==> src/rtl/fifo_read_transmitter.sv <==
// Read-domain FIFO drain: pops one word at a time and shifts it out MSB-first,
// followed by an acknowledge slot; a NACK latches nack_error and halts draining.
module fifo_read_transmitter #(
    parameter int data_size = 8,
    parameter int clk_div   = 4
) (
    input  logic                 read_clk,
    input  logic                 read_reset,
    input  logic [data_size-1:0] read_data,
    input  logic                 read_empty,
    output logic                 read_increment,
    input  logic                 enable,
    input  logic                 ack_in,
    input  logic                 clear_error,
    output logic                 serial_out,
    output logic                 bit_valid,
    output logic                 byte_done,
    output logic                 nack_error,
    output logic                 busy
);

    localparam int bit_w = $clog2(data_size + 1);
    localparam int div_w = $clog2(clk_div);
    localparam logic [bit_w-1:0] bit_last = bit_w'(data_size - 1);
    localparam logic [div_w-1:0] div_last = div_w'(clk_div - 1);

    typedef enum logic [1:0] {
        IDLE,
        SHIFT,
        ACK
    } state_t;

    state_t               state;
    state_t               state_next;
    logic [data_size-1:0] shift_reg;
    logic [bit_w-1:0]     bit_cnt;
    logic [div_w-1:0]     div_cnt;
    logic                 div_tick;
    logic                 nack_set;

    always_comb begin
        state_next     = state;
        read_increment = 1'b0;
        serial_out     = 1'b1;
        bit_valid      = 1'b0;
        byte_done      = 1'b0;
        busy           = 1'b0;
        nack_set       = 1'b0;
        div_tick       = (div_cnt == div_last);
        case (state)
            IDLE: begin
                read_increment = enable & ~read_empty & ~nack_error & ~read_reset;
                if (read_increment) state_next = SHIFT;
            end
            SHIFT: begin
                busy       = 1'b1;
                serial_out = shift_reg[data_size-1];
                bit_valid  = div_tick;
                if (div_tick && bit_cnt == bit_last) state_next = ACK;
            end
            ACK: begin
                busy = 1'b1;
                if (div_tick) begin
                    state_next = IDLE;
                    byte_done  = ~ack_in;
                    nack_set   = ack_in;
                end
            end
            default: state_next = IDLE;
        endcase
    end

    always_ff @(posedge read_clk) begin
        if (read_reset) begin
            state      <= IDLE;
            shift_reg  <= '0;
            bit_cnt    <= '0;
            div_cnt    <= '0;
            nack_error <= 1'b0;
        end else begin
            state <= state_next;
            // A NACK sampled in the same cycle as clear_error keeps the flag set.
            if (nack_set)
                nack_error <= 1'b1;
            else if (clear_error)
                nack_error <= 1'b0;
            case (state)
                IDLE: begin
                    if (read_increment) begin
                        shift_reg <= read_data;
                        bit_cnt   <= '0;
                        div_cnt   <= '0;
                    end
                end
                SHIFT: begin
                    if (div_tick) begin
                        div_cnt   <= '0;
                        shift_reg <= shift_reg << 1;
                        bit_cnt   <= (bit_cnt == bit_last) ? '0 : bit_cnt + bit_w'(1);
                    end else begin
                        div_cnt <= div_cnt + div_w'(1);
                    end
                end
                ACK: begin
                    div_cnt <= div_tick ? '0 : div_cnt + div_w'(1);
                end
                default: begin
                    div_cnt <= '0;
                    bit_cnt <= '0;
                end
            endcase
        end
    end

endmodule

==> config.mk <==
export PLATFORM = sky130hd
export DESIGN_NAME = fifo_read_transmitter
export DESIGN_NICKNAME = d
export VERILOG_FILES = /design/src/rtl/fifo_read_transmitter.sv
export SDC_FILE = /design/constraint.sdc
export NUM_CORES = 1
export LEC_CHECK = 0
export CAP_MARGIN = 15
export CELL_PAD_IN_SITES_DETAIL_PLACEMENT = 1
export CELL_PAD_IN_SITES_GLOBAL_PLACEMENT = 1
export CORE_ASPECT_RATIO = 1.25
export CORE_MARGIN = 1.5
export CORE_UTILIZATION = 37
export CTS_CLUSTER_DIAMETER = 150
export DETAILED_ROUTE_END_ITERATION = 8
export PLACE_DENSITY_LB_ADDON = 0.1
export RECOVER_POWER = 100
export SYNTH_ARGS = -nofsm -noshare
export SYNTH_HDL_FRONTEND = slang
export SYNTH_SLANG_ARGS = --single-unit
==> constraint.sdc <==
create_clock -name read_clk -period 2.2 [get_ports read_clk]
set_clock_uncertainty 0.05 [all_clocks]
set_input_delay 0.44 -clock read_clk [delete_from_list [all_inputs] [get_ports read_clk]]
set_output_delay 0.44 -clock read_clk [all_outputs]
set_load 0.01 [all_outputs]
; Word level (Yosys, flattened, before mapping)
; Index checks and enable logic that the tools add are counted.
[op_classes]
n_reduce_logical = 8
n_mux = 24
n_eq_ne = 9
bitwise_logic = 8
n_addsub = 2
[ops]
columns = operator, count
row1 = 8-bit 2-to-1 mux, 2
row2 = 8-bit case mux with 2 select lines, 1
row3 = 4-bit 2-to-1 mux, 3
row4 = 4-bit case mux with 3 select lines, 1
row5 = 1-bit 2-to-1 mux, 10
row6 = 2-bit 2-to-1 mux, 5
row7 = 2-bit inequality test (second input constant), 5
row8 = 3-bit AND reduction, 3
row9 = 2-bit case mux with 3 select lines, 1
row10 = 1-bit NOT, 5
row11 = 4-bit by 1-bit adder with 4-bit output (second input constant), 1
row12 = 2-bit equality test (second input constant), 2
row13 = 4-bit by 3-bit equality test with 1-bit output (second input constant), 1
row14 = 2-bit case mux with 2 select lines, 1
row15 = 2-bit nonzero test, 2
row16 = 1-bit AND, 3
row17 = 2-bit by 1-bit adder with 2-bit output (second input constant), 1
row18 = 2-bit by 1-bit equality test with 1-bit output (second input constant), 1
row19 = 2-bit logical NOT, 1
row20 = 2-bit OR reduction, 1
row21 = 1-bit logical AND, 1
[totals]
wordCells = 56
out_inout_bits = 6
ff_bits = 17
in_bits = 14

; Longest topological paths before layout
; Gate-level depths: netlist (run 1).
[logic_depth]
word_depth = 7
mapped_depth = 8

; Least setup slack after synthesis (run 1)
; OpenSTA, ideal clock, no wires.
[synth_path]
path_kind = input to register
from = in read_reset
to = reg state[0]
path_stages = 6
path_slack_ps = 234
path_buffers = 2
arrival_time_ps = 1788
required_time_ps = 2022
cell_sequence = buf_6 or4b_4 buf_6 a222oi_1 mux2i_1 nor2_1
[synth_via]
elab_chain_cells = 4
[synth_rtl]
columns = element, line_no
row1 = "start, declared", 8  ; input logic read_reset,
row2 = 1-bit NOT, 52  ; read_increment = enable & ~read_empty & ~nack_error & ~read_reset;
row3 = 1-bit AND, 52
row4 = 2-bit inequality test (no line), n/a
row5 = 3-bit AND reduction (no line), n/a
row6 = "end signal, assigned", 81  ; state <= state_next;
row7 = "end, declared", 33  ; state_t state;
; Several ways; a longest one is shown, not always the timed one.
; A chain may end at the register's enable or synchronous reset.

; Final worst setup path (run 1)
[layout_path]
from = in enable
to = reg bit_cnt[2]
[layout_via]
elab_chain_cells = 6
[layout_rtl]
columns = element, line_no
row1 = "start, declared", 12  ; input logic enable,
row2 = 1-bit AND (3 in a row), 52
row3 = 1-bit 2-to-1 mux, 50  ; case (state)
row4 = 2-bit inequality test (no line), n/a
row5 = 3-bit AND reduction (no line), n/a
row6 = "end signal, assigned", 99  ; bit_cnt <= (bit_cnt == bit_last) ? '0 : bit_cnt + bit_w'(1);
row7 = "end, declared", 36  ; logic [bit_w-1:0] bit_cnt;
; No other way between the ends.

==> parameters.txt, run 1 <==
Parameter                              Value

Status
  Status ... completed

Setup path
  Crit path launch type ... input pin
  Crit path capture type ... register
  Reg-to-reg endpoint ... bit_cnt[2]
  Reg-to-reg critical path startpoint ... nack_error
  Largest fanout on the critical path ... 6
  Kind of critical path ... in -> reg
  Data required time of the critical path ... 2.38 ns
  Length in cells of the worst reg-to-reg path ... 5
  Arr. time, crit path ... 2.32 ns
  Worst setup slack for register-to-register paths ... 0.25 ns

Clocking
  H-Tree Depth ... 1
  Clock Latency Late Sink ... 0.29 ns
  Clock root buffer master ... clkbuf_4
  Clock transition time at the flip-flop clock pins of the worst setup and hold paths ... 0.10 ns
  Count of buffers added by post-CTS timing repair for setup ... 0
  Clock sink count ... 17
  Num CTS Buffers ... 3
  Clk buf depth ... 2
  Hold buffer count at cts ... 0
  TritonCTS clock tree ... built

Cells and area
  Layout Nets ... 155
  Antenna Cells ... 0
  Area Overhead vs Synth ... 30.34%
  Finished layout cell area ... 1252 sq um
  FILL cells ... 322
  Largest register FFs ... 8
  Share of layout cells above drive strength 1 ... 12.69%

Timing
  Slew at the pin with the worst max-slew slack ... 0.3974 ns
  Final total negative setup slack ... 0 ns
  Crit share post-route ... 97.37%
  Highest clock rate ... 466.8 MHz
  Count of final max-slew check failures ... 0
  Min Tclk post-route ... 2.142 ns
  Unrepaired setup endpoints after global routing ... no
  Final setup violation count ... 0
  Final Hold Viols ... 0
  Max_slew headroom ... 73.44%

GRT
  First-pass GRT wire length ... 4.209 mm
  Overall overflow remaining after global route ... 0
  Global-route usage over all layers ... 19.31%
  Pin count of the biggest net entering global routing ... 18
  Initial antenna violation count ... 0
  Vias in the first global route ... 950

Placement
  Area after detailed placement ... 1220 sq um
  Count of buffers from port buffering ... 19
  HPWL after detailed placement ... 1.825 mm
  Final estimated routing congestion in global placement ... 0.7839

Worst hold path
  Worst hold path type ... reg -> reg
  Hold Startpoint ... div_cnt[0]
  Capture endpoint of the worst hold path ... div_cnt[0]
  Hold Crit Depth ... 2

Synthesis
  Top_reg_cell synth ... dfxtp_1
  Count of flip-flops with a built-in enable after synthesis ... 0
  Area share of the leading cell type in the synthesized netlist ... 35.42%
  Number of standard cells after synthesis ... 111
  Most area-hungry cell type in the Yosys netlist ... dfxtp_1
  Number of register bits inferred by synthesis ... 17
  Distinct cells, synth ... 29
  Warning count from the yosys run ... 0
  Largest cells by area after synthesis ... dfxtp_1 (35%), mux2i_1 (9.4%), ha_1 (7.8%), a211oi_1 (6.3%), nor2_1 (5.1%)
  Post-synthesis net count ... 131
  Sequential cell area fraction in the yosys report ... 35.42%
  Netlist area before placement ... 960.9 sq um
  Synthesized area divided by synthesized cell count ... 8.657 sq um
  Post-synthesis async set-or-reset flop share ... 0%

Pwr
  Design Power ... 0.001573 W
  Worst supply voltage drop on vdd ... 0.0005897 V
  Pwr Density ... 1256 nW/um^2
  Leakage dissipation ... 0.4527 nW

Floorplanning
  Starting density of the core ... 39.18%
  Total core area ... 2452 sq um
  Chip height ... 59.98 um
  Ports placed on the boundary ... 20
  Area of the die ... 2914 sq um
  Die width ... 48.58 um
  Row Count ... 20

Route
  Count of vias placed by the detailed router ... 869
  Antenna Nets Post-Route ... 0
  Number of iterations in the first detailed-routing pass ... 4
  Via/cell ratio ... 5.204
  Wirelength per Cell ... 14.43 um
  First DRT Iteration DRCs ... 11
  DRT Wirelength ... 2.409 mm
  DRC errors left ... 0

Job
  Maxcap violations ... 0
==> worst max path at each step <==
stage,from,endpoint,slack (ns),cells past startpoint
after floorplan,read_reset,state[0],0.23,6
after global placement,read_reset,read_increment,-0.34,4
after detailed placement,read_reset,read_increment,-0.36,4
after CTS,read_reset,read_increment,-0.01,4
after global routing,state[1],bit_valid,0.0004,4
final,enable,bit_cnt[2],0.06,6
==> cell type report <==
type	instances	area (sq um)	share of cell area (%)
clock buffers	4	26.28	2.098
flip-flops and latches	17	340.3	27.17
well taps	33	41.29	3.297
inverters	4	15.01	1.199
repair buffers	28	264.0	21.08
multi-input cells	81	565.5	45.15
==> through the flow <==
stage,setup WS (ns),utilization [%],std cells,hold WS (ns)
floorplan,0.2343,-,111,0.3856
global placement,-0.3351,49.74,163,0.3959
detailed placement,-0.3560,49.74,163,0.4309
CTS,-0.01267,51.28,167,0.4453
global route,0.0003720,51.07,167,0.4789
finish,0.05780,51.07,167,0.4407
==> power breakdown <==
group / switching [W] / total, W / internal [W]
clock network: 0.000101 / 0.000172 / 0.0000706
registers: 0.0000613 / 0.000471 / 0.000410
logic: 0.000494 / 0.000930 / 0.000436
==> worst max-delay path, cell delays in order <==
cell and delay (ns):
clkdlybuf4s50_1 0.46, or4b_4 0.50, buf_4 0.18, a2111oi_1 0.44
o21ai_0 0.15, a21oi_1 0.14
==> layer usage <==
layer / GRT usage, % / up-vias / part of all wire (%)
li1: - / 440 / -
met1: 20.12 / 413 / 42
met2: 37.90 / 12 / 53
met3: 2.250 / 4 / 2.5
met4: 11.02 / 0 / 2.2
met5: 0 / - / 0
==> synth_stat cells, types with 2 or more instances <==
cell,instances
a21oi_1,7
nand3b_1,2
ha_1,6
dfxtp_1,17
a31oi_1,2
clkbuf_1,5
mux2i_1,9
o21ai_0,5
nand2b_1,2
inv_1,4
nand2_1,6
nand3_1,7
nor2_1,13
a211oi_1,8
and2_1,3
buf_6,2
==> cell families (layout without fill, tap and decap cells) <==
group / Yosys count / after routing / synth area share (%)
flops: 17 / 17 / 35.42
simple gates: 39 / 39 / 20.96
buf+inv: 13 / 36 / 7.031
mux: 10 / 10 / 10.55
compound gates: 26 / 26 / 18.23
fa+ha+maj: 6 / 6 / 7.812
==> timing repair <==
item                                   CTS  global route
endpoints found under the hold margin    0             0
resized for setup                        6             7
pin swaps                                0             1
setup endpoints to repair                2             6
==> cell usage in the layout (no fill, tap or decap), drive strengths merged, types with 3 or more instances in the layout <==
cell type / netlist / final
dfxtp: 17 / 17
clkdlybuf4s50: 0 / 14
nor2: 13 / 13
mux2i: 9 / 9
a21oi: 8 / 8
a211oi: 8 / 8
buf: 4 / 8
nand3: 7 / 7
nand2: 6 / 6
ha: 6 / 6
clkbuf: 5 / 6
o21ai: 5 / 5
inv: 4 / 4
and2: 3 / 3
Power figures use the tool's default switching activity.
==> run 2, diff against run 1 <==
Settings changed: SLEW_MARGIN from default to 40.
==> results of run 2 <==
No change in the layout: final DEF, timing and power equal those of run 1.
